### config.mk
export PLATFORM = sky130hd
export DESIGN_NAME = apb_slave_regfile_flat
export DESIGN_NICKNAME = d
export VERILOG_FILES = /design/src/rtl/apb_pkg.sv /design/src/rtl/apb_slave_regfile_if.sv /design/src/rtl/apb_regbank.sv /design/src/rtl/apb_slave_regfile.sv /design/src/flat_wrapper.sv
export SDC_FILE = /design/constraint.sdc
export NUM_CORES = 1
export LEC_CHECK = 0
export BUFFER_PORTS_ARGS = -buffer_cell sky130_fd_sc_hd__buf_2
export CORE_AREA = 2 2 140 210
export DETAILED_ROUTE_END_ITERATION = 6
export DIE_AREA = 0 0 142 212
export PLACE_DENSITY = 0.75
export SYNTH_ARGS = -nofsm -noshare
export SYNTH_HDL_FRONTEND = slang
export SYNTH_HIERARCHICAL = 1
export SYNTH_SLANG_ARGS = --single-unit
### constraint.sdc
create_clock -name PCLK -period 9.2 [get_ports PCLK]
set_clock_uncertainty 0.2 [all_clocks]
set_input_delay 1.38 -clock PCLK [delete_from_list [all_inputs] [get_ports PCLK]]
set_output_delay 1.38 -clock PCLK [all_outputs]
set_load 0.1 [all_outputs]
### src/rtl/apb_pkg.sv
// Definitions shared by the APB master and the APB register-file completer.
package apb_pkg;

  localparam int unsigned DataW = 32;
  localparam int unsigned StrbW = DataW / 8;

  // The master walks all three states; the completer uses only idle and access.
  typedef enum logic [1:0] {
    StIdle   = 2'b00,
    StSetup  = 2'b01,
    StAccess = 2'b10
  } apb_state_e;

endpackage

### src/rtl/apb_slave_regfile_if.sv
// APB bus bundle between the team's APB master and a completer.
interface apb_slave_regfile_if
  import apb_pkg::*;
#(
  parameter int unsigned ADDR_W = 12
);

  logic              PSEL;
  logic              PENABLE;
  logic              PWRITE;
  logic [ADDR_W-1:0] PADDR;
  logic [DataW-1:0]  PWDATA;
  logic [StrbW-1:0]  PSTRB;
  logic [DataW-1:0]  PRDATA;
  logic              PREADY;
  logic              PSLVERR;

  modport master (
    output PSEL, PENABLE, PWRITE, PADDR, PWDATA, PSTRB,
    input  PRDATA, PREADY, PSLVERR
  );

  modport slave (
    input  PSEL, PENABLE, PWRITE, PADDR, PWDATA, PSTRB,
    output PRDATA, PREADY, PSLVERR
  );

endinterface

### src/rtl/apb_regbank.sv
// NUM_REGS x 32-bit register storage with byte-strobe writes and a combinational read mux.
module apb_regbank
  import apb_pkg::*;
#(
  parameter int unsigned NUM_REGS = 8,
  parameter int unsigned IDX_W    = 10
) (
  input  logic                      clk,
  input  logic                      rst,
  input  logic                      we,
  input  logic [IDX_W-1:0]          idx,
  input  logic [StrbW-1:0]          wstrb,
  input  logic [DataW-1:0]          wdata,
  output logic [DataW-1:0]          rdata,
  output logic [NUM_REGS*DataW-1:0] regs
);

  logic [DataW-1:0] mem_q [NUM_REGS];

  always_ff @(posedge clk or posedge rst) begin
    if (rst) begin
      for (int unsigned i = 0; i < NUM_REGS; i++) begin
        mem_q[i] <= '0;
      end
    end else if (we) begin
      for (int unsigned i = 0; i < NUM_REGS; i++) begin
        if (32'(idx) == i) begin
          for (int unsigned b = 0; b < StrbW; b++) begin
            if (wstrb[b]) begin
              mem_q[i][8*b +: 8] <= wdata[8*b +: 8];
            end
          end
        end
      end
    end
  end

  // Out-of-range indices select nothing and read as zero.
  always_comb begin
    rdata = '0;
    for (int unsigned i = 0; i < NUM_REGS; i++) begin
      if (32'(idx) == i) begin
        rdata = mem_q[i];
      end
    end
  end

  always_comb begin
    regs = '0;
    for (int unsigned i = 0; i < NUM_REGS; i++) begin
      regs[DataW*i +: DataW] = mem_q[i];
    end
  end

endmodule

### src/rtl/apb_slave_regfile.sv
// APB completer fronting a byte-strobed register file with range/alignment error reporting.
// Define APB_SLAVE_WAIT_EN to insert WAIT_CYCLES wait states per access.
module apb_slave_regfile
  import apb_pkg::*;
#(
  parameter int unsigned ADDR_W      = 12,
  parameter int unsigned NUM_REGS    = 8,
  parameter int unsigned WAIT_CYCLES = 2
) (
  input  logic                      PCLK,
  input  logic                      PRESET,
  apb_slave_regfile_if.slave        apb,
  output logic [NUM_REGS*DataW-1:0] regs_o
);

  localparam int unsigned IdxW = ADDR_W - 2;

  apb_state_e        state_q, state_d;
  logic [ADDR_W-1:0] addr_q;
  logic              write_q;
  logic [DataW-1:0]  wdata_q;
  logic [StrbW-1:0]  strb_q;

  logic [IdxW-1:0]   idx;
  logic              err;
  logic              setup;
  logic              ready;
  logic              cnt_zero;
  logic              wr_en;
  logic [DataW-1:0]  rdata;

  assign setup = (state_q == StIdle) && apb.PSEL && !apb.PENABLE;

`ifdef APB_SLAVE_WAIT_EN
  logic [3:0] cnt_q;

  always_ff @(posedge PCLK or posedge PRESET) begin
    if (PRESET) begin
      cnt_q <= 4'd0;
    end else if (setup) begin
      cnt_q <= 4'(WAIT_CYCLES);
    end else if ((state_q == StAccess) && (cnt_q != 4'd0)) begin
      cnt_q <= cnt_q - 4'd1;
    end
  end

  assign cnt_zero = (cnt_q == 4'd0);
`else
  logic unused_wait_cycles;
  assign unused_wait_cycles = ^32'(WAIT_CYCLES);
  assign cnt_zero = 1'b1;
`endif

  always_ff @(posedge PCLK or posedge PRESET) begin
    if (PRESET) begin
      addr_q  <= '0;
      write_q <= 1'b0;
      wdata_q <= '0;
      strb_q  <= '0;
    end else if (setup) begin
      addr_q  <= apb.PADDR;
      write_q <= apb.PWRITE;
      wdata_q <= apb.PWDATA;
      strb_q  <= apb.PSTRB;
    end
  end

  assign idx   = addr_q[ADDR_W-1:2];
  assign err   = (addr_q[1:0] != 2'b00) || (32'(idx) >= NUM_REGS);
  assign ready = (state_q == StAccess) && apb.PSEL && apb.PENABLE && cnt_zero;
  assign wr_en = ready && write_q && !err;

  always_ff @(posedge PCLK or posedge PRESET) begin
    if (PRESET) begin
      state_q <= StIdle;
    end else begin
      state_q <= state_d;
    end
  end

  // Dropping PSEL mid-access abandons the transfer without committing anything.
  always_comb begin
    state_d = state_q;
    unique case (state_q)
      StIdle:   if (setup) state_d = StAccess;
      StAccess: if (!apb.PSEL || ready) state_d = StIdle;
      default:  state_d = StIdle;
    endcase
  end

  always_comb begin
    apb.PREADY  = ready;
    apb.PSLVERR = ready && err;
    apb.PRDATA  = (ready && !write_q && !err) ? rdata : '0;
  end

  apb_regbank #(
    .NUM_REGS (NUM_REGS),
    .IDX_W    (IdxW)
  ) u_regbank (
    .clk   (PCLK),
    .rst   (PRESET),
    .we    (wr_en),
    .idx   (idx),
    .wstrb (strb_q),
    .wdata (wdata_q),
    .rdata (rdata),
    .regs  (regs_o)
  );

endmodule

### src/flat_wrapper.sv
// flat-port wrapper written by rule: the top's interface ports become plain ports
module apb_slave_regfile_flat import apb_pkg::*;
#(
  parameter int unsigned ADDR_W      = 12,
  parameter int unsigned NUM_REGS    = 8,
  parameter int unsigned WAIT_CYCLES = 2
)
  (PCLK, PRESET, regs_o, apb_PSEL, apb_PENABLE, apb_PWRITE, apb_PADDR, apb_PWDATA, apb_PSTRB, apb_PRDATA, apb_PREADY, apb_PSLVERR);
  apb_slave_regfile_if #(.ADDR_W(ADDR_W)) apb_i ();
  input  logic PCLK;
  input  logic PRESET;
  output logic [NUM_REGS*DataW-1:0] regs_o;
  input wire logic [$bits(apb_i.PSEL)-1:0] apb_PSEL;
  input wire logic [$bits(apb_i.PENABLE)-1:0] apb_PENABLE;
  input wire logic [$bits(apb_i.PWRITE)-1:0] apb_PWRITE;
  input wire logic [$bits(apb_i.PADDR)-1:0] apb_PADDR;
  input wire logic [$bits(apb_i.PWDATA)-1:0] apb_PWDATA;
  input wire logic [$bits(apb_i.PSTRB)-1:0] apb_PSTRB;
  output wire logic [$bits(apb_i.PRDATA)-1:0] apb_PRDATA;
  output wire logic [$bits(apb_i.PREADY)-1:0] apb_PREADY;
  output wire logic [$bits(apb_i.PSLVERR)-1:0] apb_PSLVERR;
  assign apb_i.PSEL = apb_PSEL;
  assign apb_i.PENABLE = apb_PENABLE;
  assign apb_i.PWRITE = apb_PWRITE;
  assign apb_i.PADDR = apb_PADDR;
  assign apb_i.PWDATA = apb_PWDATA;
  assign apb_i.PSTRB = apb_PSTRB;
  assign apb_PRDATA = apb_i.PRDATA;
  assign apb_PREADY = apb_i.PREADY;
  assign apb_PSLVERR = apb_i.PSLVERR;
  apb_slave_regfile #(.ADDR_W(ADDR_W), .NUM_REGS(NUM_REGS), .WAIT_CYCLES(WAIT_CYCLES)) u_core (.PCLK(PCLK), .PRESET(PRESET), .apb(apb_i), .regs_o(regs_o));
endmodule
==> qor.yml <==
yosys:
  avgSynthCellArea_um2: 13.6
  synth_top_cell_area_share_pct: 55.0
  ys_warn_count: 6
  synth_edf_count: 0
  syn_nets: 1080
  yosys.area_share.simple_pct: 7.76
  synth_top_family_by_area: "multiplexers"
  ys_top_cells_by_area: "dfrtp_1 (55%), mux2_2 (24%), mux4_2 (3.2%)"
  ys.flop_type: "dfrtp_1"
  async_reset_ff_share_pct: 100
  syn_inst: 1027
  ys_ff_latch: 306
  muxShareOfSynthArea_pct: 30.7
  ys_types: 50
  synth_compound_area_share_pct: 4.58
  ys_seq_area_share_pct: 55.0
  synthAdderAreaFrac_pct: 0
  syn-cell-area_um2: 13900
  synth_xor_area_share_pct: 0
  yosys.area.top_type: "dfrtp_1"
route:
  vias: 10400
  vias_per_cell: 5.98
  dr.pass1.iters: 5
  met3_wirelength_mm: 3.27
  met2_length_mm: 22.2
  wl_met1_mm: 16.5
  post-route-drc-count: 0
  wl_per_cell_um: 25.8
  wl_mm: 44.8
  drt_iter0_markers: 720
  ant_nets: 0
  top_layer: "met5"
clock_network:
  cts_tree: "built"
  postCtsSetupBuffers: 0
  cts_max_level: 1
  postCtsHoldBufs: 0
  cts_resized: 0
  clock_latency_ns: 0.56
  cts_root_buf: "clkbuf_16"
  clock_sinks: 306
  cts_buffers: 29
  cts_max_path_buffers: 3
  clk_pin_slew_worst_paths_ns: 0.06
power:
  power_w: 0.00302
  p_per_area_nw_per_um2: 178
  ir_drop_mv: 0.161
  leakage_nw: 9.20
min_path:
  hp-class: "reg2reg"
setup_path:
  worstSetupStartpoint: "u_core/addr_q[2]"
  critPathCapture: "apb_PRDATA[26]"
  reg2reg_from: "u_core/addr_q[6]"
  critical_path_class: "reg2out"
  required_ns: 7.62
  worstReg2RegEnd: "u_core/u_regbank/regs[78]"
  crit_path_start_kind: "flop"
  reg2reg_depth: 8
  arrival_ns: 4.50
  regToRegSetupSlack_ns: 5.32
  worst-path-max-fanout: 37
  endpoint_kind: "output pin"
global_routing:
  grt_pass1_wl_mm: 64.8
  grt_max_degree: 102
  grt-ovfl-total: 0
  groute.usage.overall_pct: 29.0
  grt_pass1_vias: 10400
  antenna_found_initial: 5
timing:
  worst_pin_slew_ns: 1.34
  fmax_ghz: 0.165
  setup_viol: 0
  finalMaxSlewViolations: 0
  fin_ws_ns: 3.12
  finalHoldViolations: 0
  rsz0062_at_grt: "no"
  relSlewSlack_pct: 10.8
  finalSetupTns_ns: 0
  finalCritPeriodShare_pct: 66.1
  fin_crit_ns: 6.08
placement:
  place_ws_ns: 3.75
  hpwlAfterDp_mm: 30.3
  placedCellCount: 1682
  portBuffers: 342
  gp_congestion: 0.881
floorplanning:
  core_um2: 28400
  rows: 76
  initial_core_util_pct: 49.0
  io_pins: 343
  die-area_um2: 30100
  die_width_um: 142
  die_y_um: 212
run_status:
  status: "finished, final reports clean"
run:
  cap_viol_max_count: 0
final_layout:
  nNetsFinal: 1415
  instances_no_fill: 1738
  area_growth_pct: 22.0
  drive_above_1_share_pct: 56.1
  fillCellCount: 2298
cell usage after synthesis, types with 5 or more instances:
| cell | instances |
|---|---|
| nor3_1 | 22 |
| mux2_1 | 5 |
| clkbuf_1 | 22 |
| nand2_1 | 32 |
| o21ai_0 | 40 |
| nor2_1 | 48 |
| inv_1 | 9 |
| nor2_2 | 15 |
| buf_2 | 17 |
| mux2_2 | 301 |
| nand2_2 | 13 |
| and3_1 | 32 |
| mux2i_1 | 38 |
| dfrtp_1 | 306 |
| o22ai_1 | 6 |
| mux4_2 | 20 |
| a21oi_1 | 32 |
worst max-delay path, cell delays in order, from the launching register on:
cell	delay, ns
dfrtp_4	0.75
buf_4	0.59
and2_1	0.45
and3_1	0.81
a221oi_1	0.17
nor3_1	0.47
and3_1	0.24
buf_2	0.43
power breakdown:
part | internal (W) | total, W | switching [W] | leakage [nW]
registers | 0.00138 | 0.00149 | 0.000111 | 4.16
clock network | 0.000755 | 0.00128 | 0.000520 | 0.502
logic | 0.0000934 | 0.000249 | 0.000155 | 4.54
cell type report:
class | instances | area (um2) | share of cell area (%)
clock inverter | 15 | 189 | 1.11
clock buffer | 39 | 843 | 4.97
antenna | 2 | 5.00 | 0.0295
timing repair buffer | 352 | 1790 | 10.5
sequential | 306 | 7670 | 45.1
tap | 351 | 439 | 2.59
multi-input combinational | 664 | 6010 | 35.4
inverter | 9 | 41.3 | 0.243
kinds of logic after synthesis:
kind of cell	Yosys count
compound gates	107
buf+inv	57
flops	306
mux	364
simple gates	193
registers in the layout, indices dropped and copies added, names as in the netlist:
register               flops
u_core/addr_q             12
u_core/strb_q              4
u_core/wdata_q            32
u_core/state_q             1
u_core/write_q             1
u_core/u_regbank/regs    256
per-layer routing:
layer / vias to the layer above / global-route usage (%)
met5: - / 0
met4: 6 / 17.5
met3: 143 / 5.25
met2: 546 / 48.4
met1: 5265 / 35.1
li1: 4435 / -
metrics by stage:
step | hold WS, ns | instance area (um2) | util (%)
global route | 0.339 | 17000 | 59.7
finish | 0.306 | 17000 | 59.7
global placement | 0.289 | 15900 | 56.1
detailed placement | 0.300 | 15900 | 56.1
CTS | 0.313 | 17000 | 59.7
floorplan | 0.274 | 13900 | -
worst min path at each step:
stage | from | end | cells after the start
after floorplan | u_core/addr_q[0] | u_core/addr_q[0] | 1
after global placement | u_core/addr_q[0] | u_core/addr_q[0] | 1
after detailed placement | u_core/addr_q[0] | u_core/addr_q[0] | 1
after CTS | u_core/addr_q[0] | u_core/addr_q[0] | 1
after global routing | u_core/u_regbank/regs[119] | u_core/u_regbank/regs[119] | 1
final | u_core/addr_q[0] | u_core/addr_q[0] | 1
cells in the final DEF (no fill, tap or decap), types with 3 or more instances in the layout:
| cell type | netlist | final |
|---|---|---|
| buf_2 | 17 | 342 |
| mux2i_1 | 38 | 38 |
| clkbuf_8 | 0 | 8 |
| mux4_2 | 20 | 20 |
| a221oi_1 | 3 | 3 |
| nand4_2 | 4 | 4 |
| a21o_1 | 3 | 3 |
| clkinvlp_4 | 0 | 4 |
| nor4_4 | 3 | 3 |
| nand2_1 | 32 | 32 |
| a22oi_1 | 4 | 4 |
| clkinv_2 | 0 | 6 |
| dfrtp_1 | 306 | 303 |
| mux2_2 | 301 | 301 |
| nand2_2 | 13 | 13 |
| o221ai_1 | 3 | 3 |
| nor2_1 | 48 | 46 |
| buf_4 | 4 | 10 |
| a22o_1 | 3 | 3 |
| clkbuf_16 | 0 | 29 |
| o21ai_0 | 40 | 40 |
| bufinv_16 | 0 | 4 |
| and3_1 | 32 | 32 |
| inv_1 | 9 | 7 |
| nor2_2 | 15 | 16 |
| and3_2 | 4 | 4 |
| nand3_1 | 4 | 4 |
| a21oi_1 | 32 | 32 |
| nor3_1 | 22 | 22 |
| mux2_1 | 5 | 5 |
| o22ai_1 | 6 | 6 |
No activity file was read; power rests on OpenSTA's default activity.
